<file path="src/rtl/systolic_operand_feeder.sv">
// Operand staging buffer feeding a systolic MAC array: per-lane A/B element
// buffers popped one element per enabled lane on each control load pulse.
module systolic_operand_feeder #(
  parameter int unsigned N  = 2,
  parameter int unsigned M  = 2,
  parameter int unsigned K  = 4,
  parameter int unsigned DW = 8,
  localparam int unsigned NL = (N > M) ? N : M,
  localparam int unsigned LW = (NL > 1) ? $clog2(NL) : 1,
  localparam int unsigned AW = (K > 1) ? $clog2(K) : 1,
  localparam int unsigned KW = $clog2(K + 1)
) (
  input  logic            clk,
  input  logic            rst,
  input  logic            wr_en,
  input  logic            wr_sel,
  input  logic [LW-1:0]   wr_lane,
  input  logic [AW-1:0]   wr_addr,
  input  logic [DW-1:0]   wr_data,
  input  logic [KW-1:0]   k_len,
  input  logic            arm,
  input  logic            clear,
  input  logic            load,
  input  logic [N-1:0]    A_start_en,
  input  logic [M-1:0]    B_start_en,
  output logic [N*DW-1:0] a_data,
  output logic [N-1:0]    a_valid,
  output logic [M*DW-1:0] b_data,
  output logic [M-1:0]    b_valid,
  output logic            finished,
  output logic            wr_err
);

  typedef enum logic [1:0] {
    S_IDLE   = 2'd0,
    S_STREAM = 2'd1,
    S_DONE   = 2'd2
  } state_t;

  state_t            r_state;
  logic [DW-1:0]     r_a_buf [N][K];
  logic [DW-1:0]     r_b_buf [M][K];
  logic [KW-1:0]     r_a_ptr [N];
  logic [KW-1:0]     r_b_ptr [M];
  logic [KW-1:0]     r_k_len_q;
  logic [N*DW-1:0]   r_a_data;
  logic [N-1:0]      r_a_valid;
  logic [M*DW-1:0]   r_b_data;
  logic [M-1:0]      r_b_valid;
  logic              r_finished;
  logic              r_wr_err;
  logic              w_lane0_done;

  assign w_lane0_done = (r_a_ptr[0] == r_k_len_q) && (r_b_ptr[0] == r_k_len_q);

  // Operand storage is deliberately left out of reset so a re-arm replays it.
  always_ff @(posedge clk) begin
    if (wr_en && r_state == S_IDLE) begin
      for (int i = 0; i < N; i++) begin
        for (int k = 0; k < K; k++) begin
          if (!wr_sel && wr_lane == LW'(i) && wr_addr == AW'(k)) r_a_buf[i][k] <= wr_data;
        end
      end
      for (int j = 0; j < M; j++) begin
        for (int k = 0; k < K; k++) begin
          if (wr_sel && wr_lane == LW'(j) && wr_addr == AW'(k)) r_b_buf[j][k] <= wr_data;
        end
      end
    end
  end

  always_ff @(posedge clk or negedge rst) begin
    if (!rst) begin
      r_state    <= S_IDLE;
      r_k_len_q  <= '0;
      r_a_data   <= '0;
      r_a_valid  <= '0;
      r_b_data   <= '0;
      r_b_valid  <= '0;
      r_finished <= 1'b0;
      r_wr_err   <= 1'b0;
      for (int i = 0; i < N; i++) r_a_ptr[i] <= '0;
      for (int j = 0; j < M; j++) r_b_ptr[j] <= '0;
    end else begin
      if (wr_en && r_state != S_IDLE) r_wr_err <= 1'b1;
      case (r_state)
        S_IDLE: begin
          if (arm) begin
            r_k_len_q  <= (k_len > KW'(K)) ? KW'(K) : k_len;
            r_a_data   <= '0;
            r_a_valid  <= '0;
            r_b_data   <= '0;
            r_b_valid  <= '0;
            r_finished <= 1'b0;
            for (int i = 0; i < N; i++) r_a_ptr[i] <= '0;
            for (int j = 0; j < M; j++) r_b_ptr[j] <= '0;
            r_state    <= S_STREAM;
          end
        end
        S_STREAM, S_DONE: begin
          // Lanes not popping on a load present a zero operand to the array.
          if (load) begin
            for (int i = 0; i < N; i++) begin
              if (A_start_en[i] && r_a_ptr[i] < r_k_len_q) begin
                r_a_data[i*DW +: DW] <= r_a_buf[i][AW'(r_a_ptr[i])];
                r_a_valid[i]         <= 1'b1;
                r_a_ptr[i]           <= r_a_ptr[i] + KW'(1);
              end else begin
                r_a_data[i*DW +: DW] <= '0;
                r_a_valid[i]         <= 1'b0;
              end
            end
            for (int j = 0; j < M; j++) begin
              if (B_start_en[j] && r_b_ptr[j] < r_k_len_q) begin
                r_b_data[j*DW +: DW] <= r_b_buf[j][AW'(r_b_ptr[j])];
                r_b_valid[j]         <= 1'b1;
                r_b_ptr[j]           <= r_b_ptr[j] + KW'(1);
              end else begin
                r_b_data[j*DW +: DW] <= '0;
                r_b_valid[j]         <= 1'b0;
              end
            end
          end
          if (r_state == S_STREAM && w_lane0_done) begin
            r_state    <= S_DONE;
            r_finished <= 1'b1;
          end
          if (r_state == S_DONE && clear) begin
            r_state    <= S_IDLE;
            r_finished <= 1'b0;
            r_a_data   <= '0;
            r_a_valid  <= '0;
            r_b_data   <= '0;
            r_b_valid  <= '0;
            for (int i = 0; i < N; i++) r_a_ptr[i] <= '0;
            for (int j = 0; j < M; j++) r_b_ptr[j] <= '0;
          end
        end
        default: r_state <= S_IDLE;
      endcase
    end
  end

  assign a_data   = r_a_data;
  assign a_valid  = r_a_valid;
  assign b_data   = r_b_data;
  assign b_valid  = r_b_valid;
  assign finished = r_finished;
  assign wr_err   = r_wr_err;

endmodule
</file>
<file path="config.mk">
export PLATFORM = sky130hd
export DESIGN_NAME = systolic_operand_feeder
export DESIGN_NICKNAME = d
export VERILOG_FILES = /design/src/rtl/systolic_operand_feeder.sv
export SDC_FILE = /design/constraint.sdc
export NUM_CORES = 1
export LEC_CHECK = 0
export CAP_MARGIN = 10
export CORE_ASPECT_RATIO = 0.75
export CORE_MARGIN = 2
export CORE_UTILIZATION = 62
export DETAILED_ROUTE_END_ITERATION = 8
export GPL_ROUTABILITY_DRIVEN = 1
export PLACE_DENSITY = 0.85
export RECOVER_POWER = 100
export SYNTH_ARGS = -nofsm -noshare
export SYNTH_HDL_FRONTEND = slang
export SYNTH_SLANG_ARGS = --single-unit
</file>
<file path="constraint.sdc">
create_clock -name clk -period 5.7 [get_ports clk]
set_input_delay 0.57 -clock clk [delete_from_list [all_inputs] [get_ports clk]]
set_output_delay 0.57 -clock clk [all_outputs]
set_load 0.03 [all_outputs]
</file>
### Yosys cells after proc, flatten, opt, wreduce, memory -nomap -nowiden

Memories as Yosys holds them, arrays and structs flattened.
Cells that the tools add are included.

| storage, ports and cells | value |
|---|---|
| RAM bits | 128 |
| register bits after elaboration | 55 |
| output and inout bits | 38 |
| input port bits | 25 |
| memories kept | 2 |

Memories:

| memory | words | bits a word | rd ports | clocked after memory_dff | wr ports | RTL line | RTL |
|---|---|---|---|---|---|---|---|
| r_a_buf | 2 | 32 | 2 | 0 | 1 | 41 | `logic [DW-1:0] r_a_buf [N][K];` |
| r_b_buf | 2 | 32 | 2 | 0 | 1 | 42 | `logic [DW-1:0] r_b_buf [M][K];` |

| cells by class | value |
|---|---|
| bitwise gates (word level) | 5 |
| reductions and logical operators | 45 |
| muxes and demuxes | 108 |
| add/subtract/negate cells | 4 |
| $lt $le $gt $ge | 9 |
| equality and inequality tests | 14 |

Operator list:

| operator | number |
|---|---|
| $mux 8 | 12 |
| $mux 16 | 5 |
| $bmux 8 s2 | 4 |
| $mux 32 | 2 |
| $pmux 16 s2 | 2 |
| $reduce_or 32->1 | 2 |
| $mux 1 | 57 |
| $mux 6 | 5 |
| $logic_and 1x1->1 | 29 |
| $pmux 6 s2 | 2 |
| $ne 3x3->1 const B | 6 |
| $mux 2 | 8 |
| $reduce_and 4->1 | 4 |
| $mux 3 | 5 |
| $add 3x1->3 const B | 4 |
| $ge 3x3->1 const B | 4 |
| $lt 3x3->1 | 4 |
| $not 2->3 | 4 |
| $pmux 2 s2 | 3 |
| $mux 4 | 2 |
| $eq 2x2->1 const B | 3 |
| $eq 3x3->1 | 2 |
| $reduce_and 3->1 | 2 |
| $eq 2x1->1 const B | 2 |
| other kinds (9) | 12 |

### Depth between registers and ports, before layout

Gate-level depths: netlist (run 1).

| depth | value |
|---|---|
| depth after elaboration | 8 |
| gate-level depth with buffers | 8 |
| depth with buffers taken out | 6 |

### Worst setup path before layout (run 1)

Ideal clock, no wire load.

| path | value |
|---|---|
| path type | flip-flop to flip-flop |
| from | register r_state[0] |
| to | memory r_a_buf[0][24] (netlist name) (enable) |
| required time | 5.317 ns |
| period minus slack after synthesis | 2.158 ns |
| cell stages (with the launch flop) | 6 |
| setup time | 0.383 ns |
| slack | 3.542 ns |
| arrival | 1.774 ns |
| path through | dfrtp_1 inv_1 ha_1 nand2_1 or3_1 nor3_1 |

| on the way | value |
|---|---|
| cells in the longest elaborated chain, start to end | 6 |
| elaborated cells on any way between the ends | 15 |
| classes of those cells | mux (12); reduce/logical (3) |

Ends and longest elaborated chain:

| item | RTL line | RTL |
|---|---|---|
| from (decl) | 40 | `state_t r_state;` |
| from (signal assigned) | 74 | `r_state <= S_IDLE;` |
| from (signal assigned) | 97 | `r_state <= S_STREAM;` |
| from (signal assigned) | 125 | `r_state <= S_DONE;` |
| $logic_not 2->1 * | 58 | `if (wr_en && r_state == S_IDLE) begin` |
| $logic_and 1x1->1 * | 58 |  |
| $mux 1 | 58 |  |
| $mux 1 (not written as such) | 61 | `if (!wr_sel && wr_lane == LW'(i) && wr_addr == AW'(k)) r_a_buf[i][k] <= wr_data;` |
| $reduce_or 32->1 (no line) | n/a |  |
| $mux 1 (no line) / $mux 4 (equally long branches) | n/a |  |
| to (decl) | 41 |  |

Every way passes the cells marked *; elsewhere a longest branch is shown, timed or not.

### Worst setup path after layout (run 1)

| path | value |
|---|---|
| from | register r_state[0] |
| to | register r_b_ptr[3] (netlist name) |

| on the way | value |
|---|---|
| cells in the longest elaborated chain, start to end | 4 |
| elaborated cells on any way between the ends | 12 |
| classes of those cells | eq/ne (5); mux (2); reduce/logical (5) |

Ends and longest elaborated chain:

| item | RTL line | RTL |
|---|---|---|
| $eq 2x1->1 / $eq 2x2->1 (equally long branches) | 86, 128 |  |
| $reduce_or 2->1 / $logic_and 1x1->1 (equally long branches) | 86, 128 |  |
| $ne 3x3->1 (no line) (tied with other cells) | n/a |  |
| $reduce_and 4->1 (no line) / $pmux 6 s2 (equally long branches) | n/a |  |
| to (signal, indexed assignment) | 117 | `r_b_ptr[j] <= r_b_ptr[j] + KW'(1);` |
| to (decl) | 44 | `logic [KW-1:0] r_b_ptr [M];` |

Several ways; a longest one is shown, not always the timed one.
A chain may end at the register's enable or synchronous reset.

==> flow_summary.toml, run 1 <==
[worst_setup_path]
path_cells = "inv_1 -> ha_1 -> a21boi_0 -> nand3_1 -> nor2_1 -> mux2_2"
r2r_setup_slack_ps = 2310
r2r_cells = 6
reg2reg_from = "r_state[0]"
required_ps = 6070
start_kind = "flop"
crit_path_top_delay_cell = "nor2_1"
cpPeakStageDelay_ps = 900
cp.arrival_ps = 3760
endpoint_kind = "flop"
critPathKind = "flop to flop"
r2r-end = "r_b_ptr[3]"
crit_path_max_fanout = 12

[sta]
relSlewSlack_pct = -108
post-route-period-util_pct = 59.4
grt_setup_unrepaired = "no"
worst_pin_slew_ps = 3120
period_needed_ps = 3390
hold_viol = 0
max_freq_ghz = 0.295
timing.hold.ws_ps = 462
skew_ps = 7.83
final-max-slew-violation-count = 56
setup_violations = 0
fin_tns_setup_ps = 0

[worst_hold_path]
worstHoldStart = "wr_err"
min_to = "wr_err"
hold_path_class = "flop to flop"
holdPathStages = 1

[synthesis]
ys_seq_area_share_pct = 71.9
ys_ff_latch = 183
syn_area_um2 = 7260
ys_warn_count = 0
syn_nets = 435
synth.avg_cell_area_um2 = 18.5
synthCells = 392
synth_cell_type_count = 40

[routing]
num_vias = 3958
firstDrtPassIters = 5
wl_per_cell_um = 24.2
drt_iter0_markers = 443
drt-total-wl_um = 14900
viasPerCell = 6.41
post-route-drc-count = 0
ant_nets = 0

[floorplanning]
start_util_pct = 63.2
core_area_um2 = 11500
die_h_um = 97.7
fp.dieArea_um2 = 12600
io-pin-count = 63
die_w_um = 129
rows = 34

[layout]
multiInputGateArea_um2 = 1870
syn_to_final_growth_pct = 17.3
fillers = 664
drive_gt1_share_pct = 15.0
diodes = 0
nNetsFinal = 503
regArea_um2 = 5220

[clock_network]
htreeDepth = 4
cts-resized-gates = 0
clkTransAtPathRegs_ps = 70
root_buffer = "clkbuf_16"
postCtsSetupRepairBufs = 0
clock_latency_ps = 430
cts_hold_buffers = 0
clockBufferDepth = 2
cts-buffers-inserted = 17
cts.sinks = 183
cts_tree = "yes"

[global_routing]
grt_max_degree = 56
grt_pass1_vias = 3976
grt_antenna_before_repair = 0
overflow = 0
grtUsageTotal_pct = 25.5
grt_pass1_wl_um = 22900

[power_and_ir_drop]
p_per_area_nw_per_um2 = 476
ir_drop_mv = 0.332
p_leak_uw = 0.00321

[status]
violations = "max-capacitance violations, max-slew violations"
status = "complete, but fails checks"

[placement]
numPortBuffers = 62
hpwlAfterDp_um = 9300
gp_congestion = 0.813

[run]
drv_cap = 1
## cell type report
class | instances | share of cell area, %
Clock buffer | 17 | 5.00
Tap cell | 144 | 2.12
Sequential cell | 183 | 61.3
Timing Repair Buffer | 64 | 7.32
Multi-Input combinational cell | 183 | 22.0
Inverter | 11 | 0.485
Clock inverter | 15 | 1.78
## layout by cell type, fill, tap and decap left out, types with 6 or more instances in the layout
cell type,count
a21o_1,8
a22o_1,34
clkbuf_16,17
clkdlybuf4s50_1,15
dfrtp_1,55
dlygate4sd3_1,46
edfxtp_1,128
ha_1,18
inv_1,11
mux2_2,6
mux4_2,32
nand2_1,15
nor2_1,18
nor2b_1,6
## registers in the layout, indices dropped and copies added, names as in the netlist
signal / count
r_a_buf: 64
a_valid: 2
r_b_ptr: 6
r_b_buf: 64
b_data: 16
finished: 1
r_a_ptr: 6
a_data: 16
r_k_len_q: 3
wr_err: 1
b_valid: 2
r_state: 2
## cells in the mapped netlist
cell / instances / area (um2)
buf_2: 5 / 25.0
mux2_2: 6 / 67.6
o2bb2ai_1: 1 / 8.76
nand2b_1: 4 / 25.0
nor2b_1: 6 / 37.5
buf_4: 2 / 15.0
a22o_1: 34 / 298
or3_1: 1 / 6.26
nand3b_1: 2 / 15.0
inv_1: 11 / 41.3
a22o_2: 1 / 10.0
a21oi_1: 4 / 20.0
nand3_1: 1 / 5.00
nand2_1: 15 / 56.3
nor2_1: 17 / 63.8
a21boi_0: 2 / 15.0
ha_1: 18 / 225
nand3_2: 1 / 10.0
or2b_1: 1 / 7.51
mux4_2: 32 / 721
edfxtp_1: 128 / 3840
a221o_1: 3 / 30.0
nand4_1: 2 / 12.5
a211oi_1: 2 / 15.0
nor3_1: 4 / 20.0
o2111ai_1: 2 / 17.5
a21boi_4: 1 / 18.8
a22oi_1: 1 / 7.51
a311oi_1: 1 / 8.76
o21ai_0: 3 / 15.0
dfrtp_1: 55 / 1380
mux2_4: 1 / 15.0
buf_6: 4 / 45.0
a21bo_4: 1 / 16.3
buf_1: 4 / 15.0
nand4b_1: 3 / 26.3
nor4b_1: 3 / 26.3
o21bai_1: 1 / 7.51
a21o_1: 8 / 60.1
nor2_2: 1 / 6.26
## metal layers
layer  global-route usage (%)  wire length (um)  part of all wire [%]  up-vias
met2                     38.4              7140                    48      210
met4                     7.19               198                   1.3        0
met1                     37.7              6260                    42     2027
met5                        0                 0                     0        -
met3                     6.77              1320                   8.9       20
li1                         -                 -                     -     1701
## worst max path at each step
stage,from,end,cells past startpoint
global route,rst,a_data[5],2
CTS,r_state[1],r_a_buf[0][29],5
finish,r_state[0],r_b_ptr[3],6
floorplan,r_state[0],r_a_buf[0][24],5
global placement,wr_en,r_a_buf[0][26],4
detailed placement,wr_en,r_a_buf[0][24],4
## kinds of logic after synthesis
group	after synthesis	share of synthesized area, %
compound gates	65	7.55
mux	39	11.1
flops	183	71.9
buf+inv	26	1.95
fa+ha+maj	18	3.10
simple gates	61	4.38
## power by group
group	total (uW)	internal, uW	switching (uW)
clock network	1150	645	505
registers	1740	1580	168
logic	1150	487	667
## critical path, delay by kind of cell, from the launching register on
family / cells / cell delay, ps
adder cells (fa/ha/maj): 1 / 370
flip-flops: 1 / 370
AO/OA/AOI/OAI: 1 / 770
AND/OR/NAND/NOR: 2 / 1410
multiplexers: 1 / 290
buffers and inverters: 1 / 100
## stage by stage
stage,setup WS (ps),power [uW],utilization [%],std cells,instance area [um2]
2_1_floorplan,3540,2600,-,392,7260
6_report,2310,4050,74.1,617,8510
3_5_place_dp,2820,2970,69.3,584,7960
3_3_place_gp,3030,2920,69.3,584,7960
4_1_cts,3070,4110,74.3,616,8540
5_1_grt,2000,4210,74.1,617,8510
Note: power is estimated with default switching activity, not from simulation.
==> run 2, diff against run 1 <==
CORE_UTILIZATION = 52   (was 62)
PLACE_DENSITY = 0.76   (was 0.85)
clock period = 2.8 ns   (was 5.7 ns; I/O delays follow)
==> flow_summary.toml, run 2 (synthesis results as in run 1) <==
[status]
status = "complete, but fails checks"
violations = "max-capacitance violations, max-slew violations"

[layout]
largest_registers = "r_a_buf (64), r_b_buf (64)"
syn_to_final_growth_pct = 19.4
layout_common_cells = "edfxtp_1, dfrtp_1, dlygate4sd3_1"
fillers = 924
layout_commonest_cell = "edfxtp_1"
nNetsFinal = 522
diodes = 0
final_core_util_pct = 63.4
drive_gt1_share_pct = 16.3

[global_routing]
grtUsageTotal_pct = 20.1
grt_pass1_wl_um = 21900
grt_max_degree = 42
grt_pass1_vias = 3899
grt_antenna_before_repair = 0
overflow = 0

[sta]
skew_ps = 13.4
fin_ws_ps = 455
period_needed_ps = 2340
post-route-period-util_pct = 83.7
hold_viol = 0
grt_setup_unrepaired = "no"
final-max-slew-violation-count = 36
setup_violations = 0
worst_pin_slew_ps = 2160
relSlewSlack_pct = -44.0
fin_tns_setup_ps = 0
max_freq_ghz = 0.426

[placement]
numPortBuffers = 62
place_ws_ps = 553
hpwlAfterDp_um = 9280
gp_congestion = 0.834

[clock_network]
clkTransAtPathRegs_ps = 70
cts-resized-gates = 0
root_buffer = "clkbuf_16"
htreeDepth = 4
clock_latency_ps = 420
cts_tree = "yes"
cts.sinks = 183
postCtsSetupRepairBufs = 0
clockBufferDepth = 2
cts-buffers-inserted = 17
cts_hold_buffers = 0

[routing]
num_vias = 3910
viasPerCell = 5.86
ant_nets = 0
drt-total-wl_um = 14000
post-route-drc-count = 0
firstDrtPassIters = 4
drt_iter0_markers = 242
wl_per_cell_um = 21.0

[power_and_ir_drop]
p_leak_uw = 0.00327
ir_drop_mv = 0.527
p_per_area_nw_per_um2 = 951

[floorplanning]
io-pin-count = 63
fp.dieArea_um2 = 14900
start_util_pct = 53.1
rows = 37
die_w_um = 140
core_area_um2 = 13700
die_h_um = 106

[worst_setup_path]
cpPeakStageDelay_ps = 600
cp.arrival_ps = 2710
critPathKind = "flop to flop"
path_cells = "inv_1 -> ha_1 -> a21boi_4 -> nand3_2 -> nor2_1 -> a22o_1"
start_kind = "flop"
endpoint_kind = "flop"
crit_path_max_fanout = 10
required_ps = 3160
crit_path_top_delay_cell = "nor2_1"

[worst_hold_path]
hold_path_class = "input port to flop"

[run]
drv_cap = 1
## run 2: cell type report
class / instances / area [um2] / share of cell area, %
inverters: 11 / 41.3 / 0.477
clock buffers: 17 / 425 / 4.91
repair buffers: 83 / 717 / 8.28
flip-flops and latches: 183 / 5220 / 60.3
multi-input cells: 183 / 1890 / 21.8
well taps: 175 / 219 / 2.53
clock inverters: 15 / 153 / 1.76
## run 2: routing by layer
metal,global-route usage (%),routed length (um),vias to the layer above
li1,-,-,1737
met1,28.1,6180,2051
met2,31.8,6920,109
met3,4.95,782,13
met4,6.35,148,0
met5,0,0,-
## run 2: critical path, delay by kind of cell, from the launching register on
| kind | cells | cell delay [ps] |
|---|---|---|
| AO/OA/AOI/OAI | 2 | 580 |
| AND/OR/NAND/NOR | 2 | 850 |
| adder cells (fa/ha/maj) | 1 | 380 |
| buffers and inverters | 1 | 90 |
| flip-flops | 1 | 370 |
## run 2: final timing paths
| kind | from | end | slack, ps | cells past startpoint |
|---|---|---|---|---|
| setup / recovery | r_state[0] | a_data[12] | 460 | 6 |
| hold / removal | k_len[0] | r_k_len_q[0] | 420 | 3 |
| setup reg to reg | r_state[0] | a_data[12] | 460 | 6 |
| hold reg to reg | wr_err | wr_err | 450 | 1 |
| max in group asynchronous | rst | b_data[8] | 850 | 2 |
| min in group asynchronous | rst | r_k_len_q[0] | 480 | 1 |
## run 2: where the power goes
group          total (uW)  switching [uW]  internal [uW]
clock                2330            1010           1320
sequential           3500             285           3210
combinational        2420            1370           1040
total                8240            2670           5570
## run 2: through the flow
stage | instances | area, um2 | power, uW | hold slack [ps]
5_1_grt | 667 | 8660 | 8650 | 421
4_1_cts | 667 | 8730 | 8400 | 9.70
3_5_place_dp | 635 | 8150 | 6070 | 444
2_1_floorplan | 392 | 7260 | 5290 | -15.6
6_report | 667 | 8660 | 8240 | 422
3_3_place_gp | 635 | 8150 | 5990 | 439
==> run 3, diff against run 2 <==
CORE_UTILIZATION = 57   (was 52)
PLACE_DENSITY = 0.79   (was 0.76)
clock period = 2.4 ns   (was 2.8 ns; I/O delays follow)
==> flow_summary.toml, run 3 (synthesis results as in run 1) <==
[worst_setup_path]
start_kind = "flop"
endpoint_kind = "flop"
critPathTopFamily = "compound AO/OA/AOI/OAI gates"
crit_path_top_delay_cell = "a21bo_4"
path_cells = "inv_1 -> ha_1 -> mux2_1 -> a21bo_4 -> buf_4 -> a22o_1"
crit_path_max_fanout = 26
cp.arrival_ps = 2530
critPathKind = "flop to flop"
cpPeakStageDelay_ps = 420
required_ps = 2760
path_buf_inv = 2

[sta]
max_freq_ghz = 0.460
skew_ps = 10.7
setup_violations = 0
fin_ws_ps = 227
grt_setup_unrepaired = "no"
relSlewSlack_pct = 12.5
final-max-slew-violation-count = 0
worst_pin_slew_ps = 1310
period_needed_ps = 2170
timing.hold.ws_ps = 368
hold_viol = 0
fin_tns_setup_ps = 0
post-route-period-util_pct = 90.5

[clock_network]
cts.sinks = 183
htreeDepth = 4
clkTransAtPathRegs_ps = 70
root_buffer = "clkbuf_16"
clock_latency_ps = 420
cts_tree = "yes"
cts-buffers-inserted = 17
postCtsSetupRepairBufs = 0
clockBufferDepth = 2

[layout]
diodes = 0
drive_gt1_share_pct = 18.2
nNetsFinal = 530
syn_to_final_growth_pct = 20.2
stdcell_count = 666
final_core_util_pct = 70.6
layout_commonest_cell = "edfxtp_1"
largest_registers = "r_a_buf (64), r_b_buf (64)"
layout_common_cells = "edfxtp_1, dfrtp_1, dlygate4sd3_1"

[routing]
viasPerCell = 5.99
post-route-drc-count = 0
drt-total-wl_um = 15300
firstDrtPassIters = 5
num_vias = 3990
wl_per_cell_um = 23.0
drt_iter0_markers = 374
ant_nets = 0

[power_and_ir_drop]
ir_drop_mv = 0.713
p_leak_uw = 0.00334
p_per_area_nw_per_um2 = 1110

[floorplanning]
rows = 35
core_area_um2 = 12300
fp.dieArea_um2 = 13700
die_h_um = 102
io-pin-count = 63
start_util_pct = 58.8
die_w_um = 134

[global_routing]
grt_max_degree = 32
overflow = 0
grt_pass1_wl_um = 23900
grtUsageTotal_pct = 24.7
grt_antenna_before_repair = 0
grt_pass1_vias = 4137

[run]
drv_cap = 0

[placement]
gp_congestion = 0.782
hpwlAfterDp_um = 9370
dp_cells = 633
numPortBuffers = 62
place_ws_ps = 263

[status]
status = "completed"

[worst_hold_path]
hold_path_class = "input port to flop"
==> run 3: area by class of cell <==
type | count | area [um2]
Clock buffer | 25 | 538
Clock inverter | 7 | 53.8
Fill cell | 806 | 3630
Inverter | 11 | 41.3
Multi-Input combinational cell | 183 | 1890
Sequential cell | 183 | 5220
Tap cell | 166 | 208
Timing Repair Buffer | 91 | 772
==> run 3: worst reg2reg max path: cells and delay by family (launching register included) <==
family	cells	cell delay, ps
buf+inv	2	430
fa+ha+maj	1	310
flops	1	380
mux	1	390
compound gates	2	600
==> run 3: where the power goes <==
| part | internal (uW) | switching (uW) | total, uW |
|---|---|---|---|
| clock network | 1570 | 1170 | 2750 |
| registers | 3750 | 265 | 4010 |
| logic | 1250 | 1710 | 2950 |
| total | 6570 | 3140 | 9710 |
==> run 3: what timing repair did <==
item                      in CTS  in global routing
hold buffers                   1                  0
hold endpoints to repair      55                  0
resized for setup              0                  0
==> run 3: per-stage QoR <==
stage	instance area, um2	total power [uW]
5_1_grt	8720	10200
4_1_cts	8790	9900
3_5_place_dp	8190	7130
3_3_place_gp	8190	7040
6_report	8720	9710
2_1_floorplan	7260	6170
==> run 3: per-layer routing <==
metal  vias to the layer above  global-route usage (%)  share of wire (%)
met4                         0                    9.72                2.4
li1                       1772                       -                  -
met3                        21                    5.76                5.4
met1                      2044                    33.5                 43
met2                       153                    39.9                 50
met5                         -                       0                  0
==> run 3: path summary, 6_finish.rpt <==
check,slack [ps],cells after the start,start,endpoint
max,230,6,r_state[1],b_data[14]
min,370,3,k_len[0],r_k_len_q[0]
max reg2reg,230,6,r_state[1],b_data[14]
min reg2reg,460,1,wr_err,wr_err
max in group asynchronous,870,3,rst,b_data[5]
min in group asynchronous,570,3,rst,r_b_ptr[0]
